## config.mk

```make
export PLATFORM = sky130hd
export DESIGN_NAME = wb_frame_reader
export DESIGN_NICKNAME = d
export VERILOG_FILES = /design/src/rtl/wb_frame_reader.sv
export SDC_FILE = /design/constraint.sdc
export NUM_CORES = 1
export LEC_CHECK = 0
export ABC_CLOCK_PERIOD_IN_PS = 6100
export CAP_MARGIN = 20
export CORE_MARGIN = 1
export CORE_UTILIZATION = 50
export CTS_BUF_LIST = sky130_fd_sc_hd__clkbuf_16
export DETAILED_ROUTE_END_ITERATION = 16
export PLACE_DENSITY_LB_ADDON = 0.2
export SLEW_MARGIN = 5
export SYNTH_ARGS = -nofsm -noshare
export SYNTH_HDL_FRONTEND = slang
export SYNTH_SLANG_ARGS = --single-unit
```

## constraint.sdc

```tcl
create_clock -name wb_clk_i -period 6.1 [get_ports wb_clk_i]
set_clock_uncertainty 0.15 [all_clocks]
set_input_delay 1.525 -clock wb_clk_i [delete_from_list [all_inputs] [get_ports wb_clk_i]]
set_output_delay 1.525 -clock wb_clk_i [all_outputs]
set_load 0.05 [all_outputs]
```

## src/rtl/wb_frame_reader.sv

```systemverilog
// rtl/wb_frame_reader.sv - Wishbone read master streaming a frame as little-endian bytes
// Optional ack-wait timeout enabled by defining WB_TIMEOUT_EN.
module wb_frame_reader #(
  parameter int unsigned TIMEOUT_CYCLES = 255
) (
  input  logic        wb_clk_i,
  input  logic        wb_rst_i,
  input  logic        start_i,
  input  logic [31:0] base_adr_i,
  input  logic [15:0] len_i,
  output logic        busy_o,
  output logic        done_o,
  output logic        err_o,
  output logic [31:0] wb_adr_o,
  output logic [3:0]  wb_sel_o,
  output logic        wb_we_o,
  output logic        wb_cyc_o,
  output logic        wb_stb_o,
  input  logic        wb_ack_i,
  input  logic        wb_err_i,
  input  logic [31:0] wb_dat_i,
  output logic [7:0]  byte_o,
  output logic        byte_valid_o,
  output logic        byte_last_o,
  input  logic        byte_ready_i
);

  typedef enum logic [1:0] {IDLE, REQ, SEND, DONE} state_t;

  state_t      state_q, state_n;
  logic [31:0] adr_q, adr_n, buf_q, buf_n;
  logic [15:0] rem_q, rem_n, rem_dec;
  logic [1:0]  idx_q, idx_n, idx_inc;
  logic [7:0]  byte_q, byte_n;
  logic        err_q, err_n, done_q, done_n, busy_q, busy_n;
  logic        cyc_q, cyc_n, valid_q, valid_n, last_q, last_n;
  logic        tmo_hit;
  logic        unused_ok;

`ifdef WB_TIMEOUT_EN
  localparam int TW = (TIMEOUT_CYCLES > 1) ? $clog2(TIMEOUT_CYCLES) : 1;
  logic [TW-1:0] tmo_q;

  // Restarts whenever REQ is entered or left, so each request gets a full window.
  always_ff @(posedge wb_clk_i) begin
    if (wb_rst_i || state_q != REQ || state_n != REQ) tmo_q <= '0;
    else                                              tmo_q <= tmo_q + 1'b1;
  end

  assign tmo_hit   = (tmo_q == TW'(TIMEOUT_CYCLES - 1));
  assign unused_ok = ^base_adr_i[1:0];
`else
  assign tmo_hit   = 1'b0;
  assign unused_ok = ^{base_adr_i[1:0], TIMEOUT_CYCLES == 0};
`endif

  assign rem_dec = rem_q - 16'd1;
  assign idx_inc = idx_q + 2'd1;

  always_comb begin
    state_n = state_q;
    adr_n   = adr_q;
    rem_n   = rem_q;
    buf_n   = buf_q;
    idx_n   = idx_q;
    byte_n  = byte_q;
    err_n   = err_q;
    done_n  = 1'b0;
    cyc_n   = 1'b0;
    valid_n = 1'b0;
    last_n  = 1'b0;
    case (state_q)
      IDLE: begin
        if (start_i) begin
          err_n = 1'b0;
          if (len_i != 16'd0) begin
            adr_n   = {base_adr_i[31:2], 2'b00};
            rem_n   = len_i;
            cyc_n   = 1'b1;
            state_n = REQ;
          end else begin
            rem_n   = 16'd0;
            state_n = DONE;
          end
        end
      end
      REQ: begin
        if (wb_err_i || (!wb_ack_i && tmo_hit)) begin
          err_n   = 1'b1;
          done_n  = 1'b1;
          state_n = DONE;
        end else if (wb_ack_i) begin
          buf_n   = wb_dat_i;
          idx_n   = 2'd0;
          byte_n  = wb_dat_i[7:0];
          valid_n = 1'b1;
          last_n  = (rem_q == 16'd1);
          state_n = SEND;
        end else begin
          cyc_n = 1'b1;
        end
      end
      SEND: begin
        valid_n = 1'b1;
        last_n  = last_q;
        if (byte_ready_i) begin
          rem_n = rem_dec;
          if (rem_dec == 16'd0) begin
            valid_n = 1'b0;
            last_n  = 1'b0;
            done_n  = 1'b1;
            state_n = DONE;
          end else if (idx_q == 2'd3) begin
            valid_n = 1'b0;
            last_n  = 1'b0;
            adr_n   = adr_q + 32'd4;
            cyc_n   = 1'b1;
            state_n = REQ;
          end else begin
            idx_n  = idx_inc;
            byte_n = buf_q[{idx_inc, 3'b000} +: 8];
            last_n = (rem_dec == 16'd1);
          end
        end
      end
      DONE: begin
        // A zero-length start arrives here without the pulse armed; raise it one cycle later.
        if (done_q) state_n = IDLE;
        else        done_n  = 1'b1;
      end
      default: state_n = IDLE;
    endcase
    busy_n = (state_n != IDLE);
  end

  always_ff @(posedge wb_clk_i) begin
    if (wb_rst_i) begin
      state_q <= IDLE;
      adr_q   <= '0;
      rem_q   <= '0;
      buf_q   <= '0;
      idx_q   <= '0;
      byte_q  <= '0;
      err_q   <= 1'b0;
      done_q  <= 1'b0;
      busy_q  <= 1'b0;
      cyc_q   <= 1'b0;
      valid_q <= 1'b0;
      last_q  <= 1'b0;
    end else begin
      state_q <= state_n;
      adr_q   <= adr_n;
      rem_q   <= rem_n;
      buf_q   <= buf_n;
      idx_q   <= idx_n;
      byte_q  <= byte_n;
      err_q   <= err_n;
      done_q  <= done_n;
      busy_q  <= busy_n;
      cyc_q   <= cyc_n;
      valid_q <= valid_n;
      last_q  <= last_n;
    end
  end

  assign busy_o       = busy_q;
  assign done_o       = done_q;
  assign err_o        = err_q;
  assign wb_adr_o     = adr_q;
  assign wb_sel_o     = 4'hF;
  assign wb_we_o      = 1'b0;
  assign wb_cyc_o     = cyc_q;
  assign wb_stb_o     = cyc_q;
  assign byte_o       = byte_q;
  assign byte_valid_o = valid_q;
  assign byte_last_o  = last_q;

endmodule

```

# [Word level (Yosys, flattened, before mapping)]
# Index checks and enable logic that the tools add are counted.
[word_totals] latchBits=0 regBits=98 ram_bits=0 memories=0 romBits=0 output_inout_bits=52
[classes] addsub=3 n_eq_ne=15 div=0 n_shift=1 bitwise=1 reduce_logical=12 mul=0 magnitude_cmp=0 n_mux=59
[ops] cell="two-way mux 32 bit" count=5
[ops] cell="case mux 32 bit (2 select lines)" count=1
[ops] cell="two-way mux 16 bit" count=3
[ops] cell="two-way mux 8 bit" count=5
[ops] cell="adder 32 x 3 -> 32 bit, second input constant" count=1
[ops] cell="equality test 16 x 1 -> 1 bit, second input constant" count=2
[ops] cell="case mux 16 bit (2 select lines)" count=1
[ops] cell="indexed part select 32 x 6 -> 8 bit" count=1
[ops] cell="two-way mux 2 bit" count=13
[ops] cell="two-way mux 1 bit" count=23
[ops] cell="inequality test 2 bit, second input constant" count=9
[ops] cell="logical NOT 16 bit" count=1
[ops] cell="case mux 8 bit (2 select lines)" count=1
[ops] cell="nonzero test 16 bit" count=1
[ops] cell="subtractor 16 x 1 -> 16 bit, second input constant" count=1
[ops] cell="AND reduction 6 bit" count=2
[ops] cell="AND reduction 3 bit" count=3
[ops] cell="case mux 2 bit (4 select lines)" count=1
[ops] cell="nonzero test 2 bit" count=4
[ops] cell="equality test 2 bit, second input constant" count=3
[ops] cell="case mux 1 bit (2 select lines)" count=3
[ops] cell="case mux 1 bit (3 select lines)" count=2
[ops] cell="case mux 2 bit (2 select lines)" count=1
[ops] cell="adder 2 x 1 -> 2 bit, second input constant" count=1
[ops] cell="3 further kinds" count=3

# [Logic depth before layout (Yosys ltp)]
# Gate-level depths: netlist (run 1).
[logic_depth] ltp_word=6 mapped_depth=12 ltp_nobuf=9

# [Worst setup path before layout (run 1)]
# OpenSTA, ideal clock, no wires.
[synth_timing] path_kind="in2reg" start="in wb_err_i" end="reg byte_q[6], in the netlist byte_o[6]" path_buffers=1 setup_time_ns=0.079 arrival_ns=3.065 cell_stages=7 required_time_ns=5.871 slack_ns=2.806 path_cell_list="nand3b_1 -> o21a_1 -> or3b_2 -> o22ai_4 -> buf_8 -> nor2_2 -> a211oi_2"
[synth_via] elab_chain_cells=2
[synth_lines] item="start, declared" line="20" rtl="input logic wb_err_i,"
[synth_lines] item="inequality test 2 bit (no line)"
[synth_lines] item="AND reduction 6 bit (no line)"
[synth_lines] item="end signal, assigned" line="156" rtl="byte_q <= byte_n;"
[synth_lines] item="end, declared" line="34" rtl="logic [7:0] byte_q, byte_n;"
# No other way between the ends.
# A chain may end at the register's enable or synchronous reset.

# [Worst setup path in the final report (run 1)]
[layout_timing] start="reg rem_q[0]" end="reg adr_q[26], in the netlist wb_adr_o[26]"
[layout_via] elab_chain_cells=4
[layout_lines] item="start, declared" line="32" rtl="logic [15:0] rem_q, rem_n, rem_dec;"
[layout_lines] item="start signal, assigned" line="153" rtl="rem_q <= rem_n;"
[layout_lines] item="subtractor 16 x 1 -> 16 bit" line="57" rtl="assign rem_dec = rem_q - 16'd1;"
[layout_lines] item="logical NOT 16 bit" line="108" rtl="if (rem_dec == 16'd0) begin"
[layout_lines] item="inequality test 2 bit (no line)"
[layout_lines] item="AND reduction 6 bit (no line)"
[layout_lines] item="end signal, assigned" line="152" rtl="adr_q <= adr_n;"
[layout_lines] item="end, declared" line="31" rtl="logic [31:0] adr_q, adr_n, buf_q, buf_n;"
# No other way between the ends.

==> results of run 1 <==
-- per-layer routing --
layer / part of all wire / track usage / wire, um / vias up
met5: 0 / 0 / 0 / -
met4: 0.018 / 0.0939 / 282 / 0
met3: 0.067 / 0.0418 / 1040 / 29
met2: 0.47 / 0.435 / 7270 / 218
met1: 0.45 / 0.372 / 7010 / 2645
li1: - / - / - / 2776
-- stage by stage --
| step | hold slack [ps] | cell area (um2) | worst slack, ps | utilization | instances |
|---|---|---|---|---|---|
| floorplan | 283 | 5610 | 2810 | - | 724 |
| global placement | 290 | 6770 | 1880 | 0.622 | 930 |
| detailed placement | 297 | 6770 | 1810 | 0.622 | 930 |
| CTS | 306 | 7060 | 2080 | 0.648 | 946 |
| global route | 323 | 7080 | 1820 | 0.650 | 948 |
| finish | 307 | 7080 | 2030 | 0.650 | 948 |
-- worst paths after layout --
check / from / end / cells past startpoint
worst max-delay path: rem_q[0] / wb_adr_o[26] / 9
worst min-delay path: buf_q[21] / buf_q[21] / 2
worst max register to register: rem_q[0] / wb_adr_o[26] / 9
worst min register to register: buf_q[21] / buf_q[21] / 2
-- registers in the layout, indices dropped and copies added (netlist names) --
name / cells
done_o: 1
wb_adr_o: 30
wb_cyc_o: 1
err_o: 1
busy_o: 1
idx_q: 2
buf_q: 32
byte_last_o: 1
state_q: 2
byte_valid_o: 1
byte_o: 8
rem_q: 16
-- report_power, final --
group	total (mW)	switching [mW]	internal (mW)
logic	2.08	1.33	0.751
registers	1.03	0.226	0.805
clock network	0.555	0.269	0.286
total	3.66	1.82	1.84
-- placed cells by master (no fill, tap or decap), types with 8 or more instances in the layout --
master and n:
clkbuf_16 9, nand2_1 118, and3_1 8, dfxtp_1 96, nand3_1 14, mux4_2 8
mux2i_1 11, nor4_1 15, o21ai_0 30, nor2b_1 8, clkdlybuf4s50_1 127, inv_1 9
nor3_1 23, a21oi_1 86, nor2_1 61, ha_1 9, a211oi_1 28, o32ai_1 10
-- cell families after synthesis --
family | after synthesis
simple gates | 301
compound gates | 214
flops | 96
buf+inv | 75
mux | 19
fa+ha+maj | 10
other cells | 2
xor+xnor | 2
-- worst max-delay path: cells and delay by family (launching register included) --
family	cells	cell delay (ps)
buffers and inverters	1	150
flip-flops	1	400
AND/OR/NAND/NOR	3	1670
AO/OA/AOI/OAI	4	1310
adder cells (fa/ha/maj)	1	300
-- layout make-up --
cell class	instances	share of cell area
Multi-Input combinational cell	553	0.470
Sequential cell	96	0.271
Timing Repair Buffer	135	0.189
Clock buffer	9	0.0318
Tap cell	140	0.0247
Clock inverter	7	0.00866
Inverter	8	0.00424
-- cells in the mapped netlist, drive strengths merged (8+ instances only) --
master	count
clkbuf	42
o21ai	32
a21oi	87
nand2	118
nor2b	8
ha	10
nor4	15
o32ai	10
mux4	8
nand3	14
buf	25
a211oi	31
and3	8
inv	8
nor3	23
nor2	62
mux2i	11
dfxtp	96
or4	8
==> flow_metrics.tcl, run 1 <==
set metrics [dict create \
    status "finished, final reports clean" \
    multiInputGateArea_um2 3330 \
    yosysTopAreaCell "dfxtp_1" \
    routed_via_density 5.98 \
    rsz0062_at_grt "no" \
    yosys.area.top_type_share 0.344 \
    max_slew.worst_pin.slew_ps 1100 \
    end_kind "register" \
    postCtsSetupBuffers 0 \
    grt_overflow_total 0 \
    avgSynthCellArea_um2 7.78 \
    cts_root_buffer "clkbuf_16" \
    die_w_um 108 \
    clk_path_buf_depth 2 \
    critPathMaxFanout 23 \
    fmax_mhz 245 \
    dp_hpwl_mm 10.7 \
    gp_congestion 0.964 \
    post-route-min-period_ps 4070 \
    crit_slowest_cell "nor4b_4" \
    async_reset_ff_frac 0 \
    synth_edf_count 0 \
    cp_cell_sequence "inv_1, ha_1, or3b_1, o41ai_2, nand2_1, nor4b_4, a21o_2, o21ai_0, a21oi_1" \
    grt_use_total 0.272 \
    hold_viol 0 \
    routed_wl_mm 15.6 \
    vdd_drop_max_mv 0.345 \
    cts_resized 0 \
    grt_pass1_vias 5195 \
    clock_latency_ps 340 \
    cts_buffers 9 \
    ff_latch_area_um2 1920 \
    cp_data_required_time_ps 6210 \
    slowest_delay_ps 980 \
    relSlewSlack 0.263 \
    cp.arrival_ps 4190 \
    num-fill-cells 967 \
    synthSimpleGateAreaFrac 0.262 \
    drt_iter0_markers 358 \
    synth_compound_area_frac 0.249 \
    core.rowCount 38 \
    reg2reg_slack_ps 2030 \
    synth_area_um2 5590 \
    seq_area_frac_synth 0.344 \
    tns_ps 0 \
    power_mw 3.66 \
    fin_crit_sh 0.668 \
    antennaDiodeCount 0 \
    synthCells 719 \
    hold_buffers 0 \
    yosys-top-cells-area "dfxtp_1 (34%), nand2_1 (7.9%), a21oi_1 (7.7%)" \
    synthAdderAreaFrac 0.0224 \
    vias 5668 \
    synthFlopType "dfxtp_1" \
    yosys_warnings 0 \
    syn_to_final_growth_pct 26.7 \
    p_per_area_nw_per_um2 517 \
    dr.pass1.iters 5 \
    synth.area.mux_share 0.0519 \
    drc_errors 0 \
    drive_gt1_frac 0.0594 \
    maxCapViolations 0 \
    hold_class "reg2reg" \
    grt_max_degree 94 \
    ctsHtreeMaxLevel 3 \
    leakage_nw 2.39 \
    ys_types 68 \
    clk_pin_slew_ps 70 \
    die_h_um 108 \
    antenna_found_initial 0 \
    final_antenna_net_count 0 \
    initial_core_util 0.513 \
    synth_top_family_by_area "simple AND/OR/NAND/NOR gates" \
    synth_xor_area_frac 0.00313 \
    cts_num_sinks 96 \
    maxSlewViolCount 0 \
    routedWlPerCell_um 16.4 \
    core_area_um2 10900 \
    fin_nets 899 \
    grt_first_pass_wirelength_mm 25.2 \
    setup_viol 0 \
    cts_tree "yes" \
    dieArea_um2 11600 \
    ys_ff_latch 96 \
    port_buffers 128 \
    path_class "reg2reg" \
    io_pins 138 \
    critPathLaunchType "register" \
]
No activity file was read; power rests on OpenSTA's default activity.
==> inputs of run 2 (changes only) <==
ABC_CLOCK_PERIOD_IN_PS = 3450   (was 6100)
CORE_UTILIZATION = 45   (was 50)
clock period = 3.45 ns   (was 6.1 ns; I/O delays follow)
==> flow_metrics.tcl, run 2 (synthesis results as in run 1) <==
set metrics [dict create \
    critPathLaunchType "register" \
    power_mw 6.70 \
    hold_class "reg2reg" \
    cts_tree "yes" \
    tns_ps 0 \
    fin_util 0.603 \
    vdd_drop_max_mv 0.570 \
    num-fill-cells 1100 \
    drc_errors 0 \
    max_slew.worst_pin.slew_ps 776 \
    postCtsSetupBuffers 0 \
    setup_viol 0 \
    cts_num_sinks 96 \
    antennaDiodeCount 0 \
    reg2reg_slack_ps 210 \
    syn_to_final_growth_pct 30.0 \
    clock_latency_ps 350 \
    crit_start "rem_q[0]" \
    final_common_cell "clkdlybuf4s50_1" \
    grt_first_pass_wirelength_mm 26.0 \
    r2r-start "rem_q[0]" \
    end_kind "register" \
    grt_use_total 0.252 \
    cts_resized 0 \
    ctsHtreeMaxLevel 3 \
    grt_pass1_vias 5358 \
    r2r_cells 11 \
    r2r_end "wb_adr_o[6]" \
    dieArea_um2 12900 \
    path_class "reg2reg" \
    die_w_um 113 \
    vias 5744 \
    grt_max_degree 70 \
    die_h_um 113 \
    cts_root_buffer "clkbuf_16" \
    cts_buffers 9 \
    fmax_mhz 308 \
    rsz0062_at_grt "no" \
    top_register "buf_q" \
    drive_gt1_frac 0.0788 \
    antenna_found_initial 0 \
    hold_viol 0 \
    fin_nets 916 \
    dr.pass1.iters 7 \
    status "finished, final reports clean" \
    routed_via_density 5.78 \
    leakage_nw 2.48 \
    clk_pin_slew_ps 70 \
    placedCellCount 977 \
    port_buffers 128 \
    fin_hold_ws_ps 305 \
    maxSlewViolCount 0 \
    hold_buffers 0 \
    core_area_um2 12100 \
    final_antenna_net_count 0 \
    grt_overflow_total 0 \
    routedWlPerCell_um 16.1 \
    cp-endpoint "wb_adr_o[6]" \
    io_pins 138 \
    drt_iter0_markers 483 \
    critPathMaxFanout 9 \
    post-route-min-period_ps 3240 \
    maxCapViolations 0 \
    cp_data_required_time_ps 3550 \
    routed_wl_mm 16.0 \
    cp.arrival_ps 3340 \
    gp_congestion 0.917 \
    relSlewSlack 0.475 \
    fin_crit_sh 0.940 \
    initial_core_util 0.463 \
    core.rowCount 40 \
    instances_no_fill 993 \
    largest_register_ffs 32 \
    p_per_area_nw_per_um2 922 \
    mostFrequentLayoutCells "clkdlybuf4s50_1 (127), nand2_1 (118), dfxtp_1 (96)" \
    dp_hpwl_mm 11.2 \
    clk_path_buf_depth 2 \
]
-- run 2: cell types whose count changed in the layout (fill, tap and decap cells not counted) --
cell / previous run / this run
inv_1: 9 / 8
bufinv_16: 0 / 1
clkinv_2: 0 / 2
buf_8: 1 / 0
buf_12: 0 / 2
clkinvlp_4: 0 / 1
clkinv_1: 0 / 1
clkinv_4: 2 / 0
inv_8: 2 / 0
buf_4: 6 / 22
-- run 2: how the worst min path moves through the flow --
stage              start        end  depth (start not counted)
3_3_place_gp    buf_q[1]   buf_q[1]                          2
4_1_cts         buf_q[6]   buf_q[6]                          2
2_1_floorplan  buf_q[24]  buf_q[24]                          2
3_5_place_dp    buf_q[6]   buf_q[6]                          2
6_report       buf_q[25]  buf_q[25]                          2
5_1_grt         buf_q[6]   buf_q[6]                          2
-- run 2: per-stage QoR --
step	worst slack (ps)	instance area [um2]
finish	207	7270
CTS	202	7270
floorplan	375	5610
detailed placement	60.8	6980
global placement	155	6980
global route	2.62	7270
-- run 2: cell type report --
class	count	area (um2)	share of cell area
clock buffer	9	225	0.0310
clock inverter	7	68.8	0.00947
tap	168	210	0.0289
multi-input combinational	553	3330	0.458
inverter	8	30.0	0.00413
timing repair buffer	152	1480	0.204
sequential	96	1920	0.264
-- run 2: critical path: stages, from the launching register on --
cell	delay, ps
dfxtp_1	480
inv_1	150
ha_1	230
or3b_1	280
buf_4	170
a21boi_0	70
o32ai_1	430
nor4b_4	430
buf_4	230
nor2_1	80
a41o_1	250
o211a_1	200
-- run 2: metal layers --
metal | part of all wire | GRT usage
met5 | 0 | 0
met4 | 0.020 | 0.104
met3 | 0.064 | 0.0452
met2 | 0.46 | 0.401
met1 | 0.45 | 0.337
-- run 2: report_power, final --
part	switching [mW]	leakage (nW)	total [mW]	internal (mW)
sequential	0.393	0.785	1.82	1.42
combinational	2.39	1.55	3.87	1.47
clock	0.456	0.144	1.02	0.563
total	3.24	2.48	6.70	3.46
